File: src/rtl/sync_fifo_if.sv
// sync_fifo_if: handshake bundle between a sync_fifo and its user.
//   master : user side   (drives w_en, wdata, r_en [, err_clr])
//   slave  : FIFO side   (drives full, almost_full, rdata, rvalid, empty,
//                         almost_empty, count [, overflow, underflow])
// Optional SYNC_FIFO_ERR_EN adds overflow/underflow/err_clr.
interface sync_fifo_if #(
  parameter int unsigned DATA_WIDTH = 8,
  parameter int unsigned ADDR_WIDTH = 6
);
  logic                  w_en;
  logic [DATA_WIDTH-1:0] wdata;
  logic                  full;
  logic                  almost_full;
  logic                  r_en;
  logic [DATA_WIDTH-1:0] rdata;
  logic                  rvalid;
  logic                  empty;
  logic                  almost_empty;
  logic [ADDR_WIDTH:0]   count;
`ifdef SYNC_FIFO_ERR_EN
  logic                  overflow;
  logic                  underflow;
  logic                  err_clr;

  modport master (
    output w_en, wdata, r_en, err_clr,
    input  full, almost_full, rdata, rvalid, empty, almost_empty, count,
           overflow, underflow
  );
  modport slave (
    input  w_en, wdata, r_en, err_clr,
    output full, almost_full, rdata, rvalid, empty, almost_empty, count,
           overflow, underflow
  );
`else
  modport master (
    output w_en, wdata, r_en,
    input  full, almost_full, rdata, rvalid, empty, almost_empty, count
  );
  modport slave (
    input  w_en, wdata, r_en,
    output full, almost_full, rdata, rvalid, empty, almost_empty, count
  );
`endif
endinterface

File: src/rtl/sync_fifo.sv
// sync_fifo: single-clock FIFO, DEPTH = 2**ADDR_WIDTH entries.
// Ports:
//   clk   : rising-edge clock for all logic
//   rst_n : asynchronous active-low reset (pointers, count, read regs)
//   fifo  : sync_fifo_if.slave (write/read handshake, status, count)
// Parameters: DATA_WIDTH, ADDR_WIDTH, AF_THRESH, AE_THRESH,
//   FWFT (1 = first-word-fall-through, 0 = registered read).
// Macro SYNC_FIFO_ERR_EN: adds sticky overflow/underflow flags cleared
//   by err_clr (a set in the same cycle as err_clr wins).
module sync_fifo #(
  parameter int unsigned DATA_WIDTH = 8,
  parameter int unsigned ADDR_WIDTH = 6,
  parameter int unsigned AF_THRESH  = (1 << ADDR_WIDTH) - 4,
  parameter int unsigned AE_THRESH  = 4,
  parameter bit          FWFT       = 1'b1
) (
  input logic         clk,
  input logic         rst_n,
  sync_fifo_if.slave  fifo
);

  localparam int unsigned DEPTH = 1 << ADDR_WIDTH;
  localparam logic [ADDR_WIDTH:0] DEPTH_C = {1'b1, {ADDR_WIDTH{1'b0}}};
  localparam logic [ADDR_WIDTH:0] AF_C    = AF_THRESH[ADDR_WIDTH:0];
  localparam logic [ADDR_WIDTH:0] AE_C    = AE_THRESH[ADDR_WIDTH:0];
  localparam logic [ADDR_WIDTH:0] ONE_C   = {{ADDR_WIDTH{1'b0}}, 1'b1};

  logic [DATA_WIDTH-1:0] mem_q [DEPTH];
  logic [ADDR_WIDTH-1:0] wr_ptr_q, wr_ptr_d;
  logic [ADDR_WIDTH-1:0] rd_ptr_q, rd_ptr_d;
  logic [ADDR_WIDTH:0]   count_q, count_d;
  logic                  full, empty;
  logic                  wr_acc, rd_acc;

  // Status flags come only from the registered count.
  assign full  = (count_q == DEPTH_C);
  assign empty = (count_q == '0);

  assign fifo.full         = full;
  assign fifo.empty        = empty;
  assign fifo.almost_full  = (count_q >= AF_C);
  assign fifo.almost_empty = (count_q <= AE_C);
  assign fifo.count        = count_q;

  assign wr_acc = fifo.w_en && !full;
  assign rd_acc = fifo.r_en && !empty;

  always_comb begin
    wr_ptr_d = wr_ptr_q;
    rd_ptr_d = rd_ptr_q;
    count_d  = count_q;
    if (wr_acc) wr_ptr_d = wr_ptr_q + 1'b1;
    if (rd_acc) rd_ptr_d = rd_ptr_q + 1'b1;
    case ({wr_acc, rd_acc})
      2'b10:   count_d = count_q + ONE_C;
      2'b01:   count_d = count_q - ONE_C;
      default: count_d = count_q;
    endcase
  end

  always_ff @(posedge clk or negedge rst_n) begin
    if (!rst_n) begin
      wr_ptr_q <= '0;
      rd_ptr_q <= '0;
      count_q  <= '0;
    end else begin
      wr_ptr_q <= wr_ptr_d;
      rd_ptr_q <= rd_ptr_d;
      count_q  <= count_d;
    end
  end

  // Storage is deliberately not reset.
  always_ff @(posedge clk) begin
    if (wr_acc) mem_q[wr_ptr_q] <= fifo.wdata;
  end

  generate
    if (FWFT) begin : g_fwft
      assign fifo.rdata  = mem_q[rd_ptr_q];
      assign fifo.rvalid = !empty;
    end else begin : g_reg
      logic [DATA_WIDTH-1:0] rdata_q, rdata_d;
      logic                  rvalid_q, rvalid_d;

      always_comb begin
        rdata_d  = rdata_q;
        rvalid_d = 1'b0;
        if (rd_acc) begin
          rdata_d  = mem_q[rd_ptr_q];
          rvalid_d = 1'b1;
        end
      end

      always_ff @(posedge clk or negedge rst_n) begin
        if (!rst_n) begin
          rdata_q  <= '0;
          rvalid_q <= 1'b0;
        end else begin
          rdata_q  <= rdata_d;
          rvalid_q <= rvalid_d;
        end
      end

      assign fifo.rdata  = rdata_q;
      assign fifo.rvalid = rvalid_q;
    end
  endgenerate

`ifdef SYNC_FIFO_ERR_EN
  logic overflow_q, overflow_d;
  logic underflow_q, underflow_d;

  always_comb begin
    overflow_d  = overflow_q;
    underflow_d = underflow_q;
    if (fifo.err_clr) begin
      overflow_d  = 1'b0;
      underflow_d = 1'b0;
    end
    if (fifo.w_en && full)  overflow_d  = 1'b1;
    if (fifo.r_en && empty) underflow_d = 1'b1;
  end

  always_ff @(posedge clk or negedge rst_n) begin
    if (!rst_n) begin
      overflow_q  <= 1'b0;
      underflow_q <= 1'b0;
    end else begin
      overflow_q  <= overflow_d;
      underflow_q <= underflow_d;
    end
  end

  assign fifo.overflow  = overflow_q;
  assign fifo.underflow = underflow_q;
`endif

endmodule

File: src/flat_wrapper.sv
// flat-port wrapper written by rule: the top's interface ports become plain ports
module sync_fifo_flat 
#(
  parameter int unsigned DATA_WIDTH = 8,
  parameter int unsigned ADDR_WIDTH = 6,
  parameter int unsigned AF_THRESH  = (1 << ADDR_WIDTH) - 4,
  parameter int unsigned AE_THRESH  = 4,
  parameter bit          FWFT       = 1'b1
)
  (clk, rst_n, fifo_w_en, fifo_wdata, fifo_r_en, fifo_full, fifo_almost_full, fifo_rdata, fifo_rvalid, fifo_empty, fifo_almost_empty, fifo_count);
  sync_fifo_if #(.DATA_WIDTH(DATA_WIDTH), .ADDR_WIDTH(ADDR_WIDTH)) fifo_i ();
  input logic clk;
  input logic rst_n;
  input wire logic [$bits(fifo_i.w_en)-1:0] fifo_w_en;
  input wire logic [$bits(fifo_i.wdata)-1:0] fifo_wdata;
  input wire logic [$bits(fifo_i.r_en)-1:0] fifo_r_en;
  output wire logic [$bits(fifo_i.full)-1:0] fifo_full;
  output wire logic [$bits(fifo_i.almost_full)-1:0] fifo_almost_full;
  output wire logic [$bits(fifo_i.rdata)-1:0] fifo_rdata;
  output wire logic [$bits(fifo_i.rvalid)-1:0] fifo_rvalid;
  output wire logic [$bits(fifo_i.empty)-1:0] fifo_empty;
  output wire logic [$bits(fifo_i.almost_empty)-1:0] fifo_almost_empty;
  output wire logic [$bits(fifo_i.count)-1:0] fifo_count;
  assign fifo_i.w_en = fifo_w_en;
  assign fifo_i.wdata = fifo_wdata;
  assign fifo_i.r_en = fifo_r_en;
  assign fifo_full = fifo_i.full;
  assign fifo_almost_full = fifo_i.almost_full;
  assign fifo_rdata = fifo_i.rdata;
  assign fifo_rvalid = fifo_i.rvalid;
  assign fifo_empty = fifo_i.empty;
  assign fifo_almost_empty = fifo_i.almost_empty;
  assign fifo_count = fifo_i.count;
  sync_fifo #(.DATA_WIDTH(DATA_WIDTH), .ADDR_WIDTH(ADDR_WIDTH), .AF_THRESH(AF_THRESH), .AE_THRESH(AE_THRESH), .FWFT(FWFT)) u_core (.clk(clk), .rst_n(rst_n), .fifo(fifo_i));
endmodule
File: config.mk
export PLATFORM = sky130hd
export DESIGN_NAME = sync_fifo_flat
export DESIGN_NICKNAME = d
export VERILOG_FILES = /design/src/rtl/sync_fifo_if.sv /design/src/rtl/sync_fifo.sv /design/src/flat_wrapper.sv
export SDC_FILE = /design/constraint.sdc
export NUM_CORES = 1
export LEC_CHECK = 0
export CAP_MARGIN = 10
export CORE_MARGIN = 2
export CORE_UTILIZATION = 39
export CTS_CLUSTER_DIAMETER = 80
export CTS_CLUSTER_SIZE = 10
export DETAILED_ROUTE_END_ITERATION = 7
export MAX_ROUTING_LAYER = met4
export PLACE_DENSITY_LB_ADDON = 0.12
export SLEW_MARGIN = 5
export SYNTH_ARGS = -nofsm -noshare
export SYNTH_HDL_FRONTEND = slang
export SYNTH_SLANG_ARGS = --single-unit
File: constraint.sdc
create_clock -name clk -period 5.7 [get_ports clk]
set_input_delay 1.14 -clock clk [delete_from_list [all_inputs] [get_ports clk]]
set_output_delay 1.14 -clock clk [all_outputs]
set_load 0.03 [all_outputs]
==> results.sh, run 1 <==
export IMPL_status="finished, final reports clean"
export IMPL_yosys_area_top_type_share_pct=72.76
export IMPL_final_max_slew_viol_count=0
export IMPL_whs_path_depth=1
export IMPL_r2r_start="u_core.fifo.count[2]"
export IMPL_rsz0062_at_grt="no"
export IMPL_slowest_stage="and2_1"
export IMPL_cpLargestDelayFamily="simple AND/OR/NAND/NOR gates"
export IMPL_syn_area_um2=21130
export IMPL_fp_row_count=85
export IMPL_combPwrFrac_pct=31.0
export IMPL_post_route_drc_count=0
export IMPL_post_drt_via_cell_ratio=5.578
export IMPL_finish_instance_area_um2=23880
export IMPL_grt_pass1_vias=10906
export IMPL_place_inst=1820
export IMPL_critPathCaptureType="primary output"
export IMPL_use_met3_pct=3.602
export IMPL_synth_avg_cell_area_um2=19.02
export IMPL_grt_pass1_wl_mm=77.45
export IMPL_instances_no_fill=1908
export IMPL_numPortBuffers=31
export IMPL_cts_max_level=2
export IMPL_ys_warn_count=0
export IMPL_period_needed_ps=5320
export IMPL_pre_cts_slack_ps=714.5
export IMPL_leakage_nw=7.675
export IMPL_fp_dieH_um=236.8
export IMPL_synth_most_common_cell="edfxtp_1"
export IMPL_met2_usage_pct=29.03
export IMPL_vias=10643
export IMPL_hold_violations=0
export IMPL_peakVddDrop_uv=271.7
export IMPL_min_period_over_period_pct=93.33
export IMPL_clockPowerShare_pct=28.4
export IMPL_core_um2=53710
export IMPL_cts_buffers=59
export IMPL_grt_overflow_total=0
export IMPL_hpwlAfterDp_mm=31.67
export IMPL_clock_skew_ps=15.75
export IMPL_path_clk_slew_ps=60
export IMPL_min_to="u_core.fifo.count[6]"
export IMPL_cp_cell_sequence="buf_4 -> and2_1 -> a2111oi_0 -> nor3_1 -> clkdlybuf4s50_1"
export IMPL_antenna_cells=0
export IMPL_dieArea_um2=56060
export IMPL_required_ps=4560
export IMPL_start_util_pct=39.34
export IMPL_p_sw_mw=3.956
export IMPL_dr_pass1_iters=5
export IMPL_slew_headroom_pct=31.39
export IMPL_synth_cell_type_count=59
export IMPL_die_x_um=236.8
export IMPL_reg2reg_to="u_core.fifo.count[5]"
export IMPL_clockBufferDepth=3
export IMPL_criticalPathCategory="register to primary output"
export IMPL_route_antenna_remaining_nets=0
export IMPL_worst_pin_slew_ps=1026
export IMPL_initialDrtViolationCount=982
export IMPL_grt_max_degree=65
export IMPL_synth_net_count=1132
export IMPL_synth_top_area_cell="edfxtp_1"
export IMPL_busiest_layer="met2"
export IMPL_num_fill_cells=4606
export IMPL_powerDensity_nw_per_um2=495.0
export IMPL_start_kind="register"
export IMPL_hold_buffers=0
export IMPL_pwr_share_seq_pct=40.6
export IMPL_clock_sinks=531
export IMPL_r2r_slack_ps=2020
export IMPL_cts_tree="yes"
export IMPL_tns_ps=0
export IMPL_synth_edf_count=512
export IMPL_drive_above_1_share_pct=18.65
export IMPL_synth_cells=1111
export IMPL_routedWlPerCell_um=27.68
export IMPL_nNetsFinal=1207
export IMPL_max_cap_violations=0
export IMPL_clockRootBuffer="clkbuf_16"
export IMPL_setup_ws_ps=380.4
export IMPL_r2r_cells=10
export IMPL_syn_to_final_growth_pct=13.01
export IMPL_track_usage_pct=19.76
export IMPL_place_congestion=0.8374
export IMPL_async_reset_ff_share_pct=3.578
export IMPL_internal_power_mw=7.864
export IMPL_hp_start="u_core.fifo.count[6]"
export IMPL_antenna_found_initial=0
export IMPL_place_area_um2=22230
export IMPL_synth_area_leaders="edfxtp_1 (73%), mux4_2 (10%), mux2i_1 (3.1%), dfrtp_1 (2.3%), nor2_1 (2.0%)"
export IMPL_clock_latency_ps=610
export IMPL_cp_max_fo=18
export IMPL_synthTopCellsByCount="edfxtp_1 (512), nor2_1 (115), mux4_2 (97)"
export IMPL_yosysSeqAreaShare_pct=75.01
export IMPL_crit_buf_inv=2
export IMPL_hold_path_class="register to register"
export IMPL_routed_wirelength_mm=52.82
export IMPL_setup_viol=0
export IMPL_max_freq_mhz=188.0
export IMPL_crit_arrival_ps=4180
export IMPL_synth_seq_cells=531
export IMPL_slowest_delay_ps=800
export IMPL_ys_flop_type="edfxtp_1"
export IMPL_swShare_pct=33.47
export IMPL_io_pins=32
export IMPL_grt_use_met1_pct=27.98
per-layer routing:
metal	part of all wire (%)	wire length, µm
met5	0	0
met1	46	24330
met3	5.3	2807
met4	2.6	1396
met2	46	24290
area by class of cell:
class | instances | area [µm²] | share of cell area [%]
flip-flops and latches | 531 | 15860 | 66.41
multi-input cells | 511 | 4865 | 20.37
clock buffers | 84 | 1592 | 6.665
well taps | 696 | 870.8 | 3.647
repair buffers | 73 | 623.1 | 2.609
inverters | 10 | 37.54 | 0.1572
clock inverters | 3 | 33.78 | 0.1415
power groups by stage:
stage          Sequential (mW)  Combinational [mW]  Clock [mW]
2_1_floorplan             4.67                2.53           0
3_3_place_gp              4.92                3.62           0
3_5_place_dp              4.93                3.62           0
4_1_cts                   4.85                3.63        3.43
5_1_grt                   4.83                3.91        3.59
6_report                  4.80                3.66        3.35
cells in the final DEF, fill, tap and decap left out, drive strengths merged, types with 4 or more instances in the layout:
cell type / instances
inv: 12
a211o: 8
o22a: 4
a31oi: 8
nand2: 42
nor2: 115
buf: 50
a2111oi: 7
mux2: 5
clkbuf: 84
dfrtp: 19
nand3b: 6
nor2b: 5
mux4: 97
a21o: 9
o21ai: 6
a41oi: 4
nor3: 8
xnor2: 10
clkdlybuf4s50: 23
o22ai: 22
edfxtp: 512
xor2: 4
ha: 8
a21oi: 16
o221ai: 9
nand3: 11
mux2i: 66
per-stage QoR:
stage / total power, mW / utilization (%) / hold slack [ps]
final: 11.82 / 44.46 / 583.1
after detailed placement: 8.549 / 41.40 / 576.6
after global routing: 12.33 / 44.46 / 617.8
after CTS: 11.91 / 44.42 / 585.7
after global placement: 8.542 / 41.40 / 577.7
after floorplan: 7.199 / - / 546.0
sequential cells by signal, indices dropped and copies added (netlist names):
signal	cells
u_core.mem_q	512
u_core.rd_ptr_q	6
u_core.fifo.count	7
u_core.wr_ptr_q	6
worst max-delay path by stage:
stage,cells after the start,end,startpoint,slack (ps)
floorplan,11,u_core.fifo.count[5],u_core.fifo.count[1],2330
global placement,6,fifo_rdata[5],u_core.rd_ptr_q[0],710
detailed placement,6,fifo_rdata[5],u_core.rd_ptr_q[0],710
CTS,6,fifo_rdata[5],u_core.rd_ptr_q[0],30
global route,7,fifo_rdata[3],u_core.rd_ptr_q[1],190
finish,5,fifo_rdata[0],u_core.rd_ptr_q[3],380
kinds of logic (layout without fill, tap and decap cells):
kind of cell	after synthesis	count (layout)	synth area share [%]
adders and majority gates	9	9	0.5685
xor gates and xnor gates	14	14	0.5803
muxes	168	168	13.73
DFF	531	531	75.01
AOI/OAI and AO/OA	107	107	3.671
and+or+nand+nor	213	213	4.471
buffers and inverters	69	170	1.966
what timing repair did:
| action | 4_1_cts | 5_1_grt |
|---|---|---|
| setup buffers | 0 | 1 |
| resized for setup | 0 | 0 |
| setup endpoints to repair | 0 | 4 |
No activity file was read; power rests on OpenSTA's default activity.
==> run 2, diff against run 1 <==
--- a/config.mk
+++ b/config.mk
@@ -5,6 +5,7 @@
 export SDC_FILE = /design/constraint.sdc
 export NUM_CORES = 1
 export LEC_CHECK = 0
+export ABC_CLOCK_PERIOD_IN_PS = 5700
 export CAP_MARGIN = 10
 export CORE_MARGIN = 2
 export CORE_UTILIZATION = 39
==> results of run 2 <==
No change in the layout: final DEF, timing and power equal those of run 1.
==> run 3, diff against run 2 <==
--- a/config.mk
+++ b/config.mk
@@ -5,8 +5,7 @@
 export SDC_FILE = /design/constraint.sdc
 export NUM_CORES = 1
 export LEC_CHECK = 0
-export ABC_CLOCK_PERIOD_IN_PS = 5700
-export CAP_MARGIN = 10
+export ABC_CLOCK_PERIOD_IN_PS = 6200
 export CORE_MARGIN = 2
 export CORE_UTILIZATION = 39
 export CTS_CLUSTER_DIAMETER = 80
==> constraint.sdc (replaced) <==
create_clock -name clk -period 6.2 [get_ports clk]
set_input_delay 1.24 -clock clk [delete_from_list [all_inputs] [get_ports clk]]
set_output_delay 1.24 -clock clk [all_outputs]
set_load 0.03 [all_outputs]
==> run 3 against run 2 <==
Sequential power decreased by 7.9%. Largest cell class unchanged. Global-route usage decreased by 0.058 points. Largest power group unchanged. Sequential share of layout area grew 0.24 points. Worst hold slack better by 9.8 ps. Total power shrank 7.8%. First-iteration DRC count grew 3.0%. Critical path type unchanged. Die area unchanged. Combinational power shrank 8.7%.
==> results.sh, run 3 (synthesis results as in run 1) <==
export IMPL_rsz0062_at_grt="no"
export IMPL_pre_cts_slack_ps=1200
export IMPL_status="finished, final reports clean"
export IMPL_place_congestion=0.8328
export IMPL_hold_buffers=0
export IMPL_cp_max_fo=44
export IMPL_routedWlPerCell_um=27.91
export IMPL_track_usage_pct=19.70
export IMPL_cpLargestDelayFamily="flip-flops"
export IMPL_cts_buffers=59
export IMPL_num_fill_cells=4632
export IMPL_cts_tree="yes"
export IMPL_path_clk_slew_ps=60
export IMPL_start_util_pct=39.34
export IMPL_post_drt_via_cell_ratio=5.587
export IMPL_dr_pass1_iters=5
export IMPL_cts_repair_resized=0
export IMPL_slew_headroom_pct=28.50
export IMPL_setup_viol=0
export IMPL_crit_arrival_ps=4270
export IMPL_criticalPathCategory="register to primary output"
export IMPL_final_cell_mix="edfxtp_1 (512), nor2_1 (115), mux4_2 (97)"
export IMPL_io_pins=32
export IMPL_clock_latency_ps=610
export IMPL_r2r_start="u_core.fifo.count[2]"
export IMPL_start_kind="register"
export IMPL_grt_pass1_wl_mm=77.15
export IMPL_syn_to_final_growth_pct=12.60
export IMPL_antenna_found_initial=0
export IMPL_fp_row_count=85
export IMPL_fp_dieH_um=236.8
export IMPL_clockBufferDepth=3
export IMPL_slowest_delay_ps=1070
export IMPL_tns_ps=0
export IMPL_slowest_stage="dfrtp_4"
export IMPL_hold_path_class="register to register"
export IMPL_drive_above_1_share_pct=17.46
export IMPL_postLayoutCoreUtil_pct=44.30
export IMPL_powerDensity_nw_per_um2=458.2
export IMPL_cp_cell_sequence="buf_12 -> mux4_2 -> nand2_1 -> a21oi_1 -> a2111oi_0 -> nor3_1 -> clkdlybuf4s50_1"
export IMPL_post_cts_buffers=0
export IMPL_post_route_drc_count=0
export IMPL_numPortBuffers=31
export IMPL_initialDrtViolationCount=1011
export IMPL_worst_pin_slew_ps=1069
export IMPL_critPathCaptureType="primary output"
export IMPL_setup_ws_ps=687.8
export IMPL_dieArea_um2=56060
export IMPL_route_antenna_remaining_nets=0
export IMPL_die_x_um=236.8
export IMPL_final_max_slew_viol_count=0
export IMPL_place_inst=1803
export IMPL_core_um2=53710
export IMPL_largest_register_ffs=512
export IMPL_hold_violations=0
export IMPL_crit_buf_inv=2
export IMPL_antenna_cells=0
export IMPL_grt_overflow_total=0
export IMPL_p_total_mw=10.90
export IMPL_grt_pass1_vias=10617
export IMPL_grt_max_degree=75
export IMPL_clock_sinks=531
export IMPL_regMostFlops="u_core.mem_q"
export IMPL_instances_no_fill=1893
export IMPL_leakage_nw=7.601
export IMPL_nNetsFinal=1189
export IMPL_min_period_over_period_pct=88.91
export IMPL_worstSetupStartpoint="u_core.rd_ptr_q[0]"
export IMPL_hpwlAfterDp_mm=31.14
export IMPL_period_needed_ps=5512
export IMPL_max_freq_mhz=181.4
export IMPL_cts_max_level=2
export IMPL_required_ps=4960
export IMPL_hp_start="u_core.fifo.count[6]"
export IMPL_max_cap_violations=0
export IMPL_clockRootBuffer="clkbuf_16"
export IMPL_vias=10576
export IMPL_layout_commonest_cell="edfxtp_1"
export IMPL_peakVddDrop_uv=242.1
export IMPL_routed_wirelength_mm=52.84
export IMPL_clock_skew_ps=16.17
==> run 3: cell count changes in the layout (fill, tap and decap cells not counted) <==
| cell | change |
|---|---|
| buf_12 | +1 |
| buf_4 | -19 |
| bufinv_16 | +1 |
| clkbuf_1 | +2 |
| clkinvlp_4 | +1 |
| inv_6 | -1 |
==> run 3: cell type report <==
| type | instances | area, µm² | share of cell area (%) |
|---|---|---|---|
| clock buffers | 86 | 1599 | 6.721 |
| repair buffers | 55 | 500.5 | 2.103 |
| well taps | 696 | 870.8 | 3.660 |
| inverters | 10 | 37.54 | 0.1578 |
| clock inverters | 4 | 62.56 | 0.2629 |
| flip-flops and latches | 531 | 15860 | 66.65 |
| multi-input cells | 511 | 4865 | 20.45 |
==> run 3: where the power goes <==
part           switching [mW]  internal (mW)  total, mW  leakage (nW)
combinational            1.99           1.35       3.34          1.97
clock                    1.34           1.80       3.14         0.796
sequential              0.306           4.12       4.42          4.83
==> run 3: worst paths after layout <==
check / end / slack (ps) / cells past startpoint
setup / recovery: fifo_rdata[0] / 690 / 7
hold / removal: u_core.fifo.count[6] / 590 / 1
setup reg to reg: u_core.fifo.count[5] / 2570 / 10
hold reg to reg: u_core.fifo.count[6] / 590 / 1
max in group asynchronous: u_core.rd_ptr_q[0] / 4220 / 1
min in group asynchronous: u_core.fifo.count[1] / 1200 / 1
==> run 3: per-layer routing <==
metal	part of all wire, %	track usage, %	wire, µm	vias up
li1	-	-	-	4602
met1	47	28.38	24820	5634
met2	46	28.91	24310	269
met3	4.8	3.730	2542	71
met4	2.2	5.121	1173	0
met5	0	-	0	-
==> run 3: stage by stage <==
step	instance area, µm²	hold WS, ps
after global routing	23790	634.9
after detailed placement	22130	583.8
after floorplan	21130	546.0
final	23790	592.9
after global placement	22130	572.0
after CTS	23790	592.7
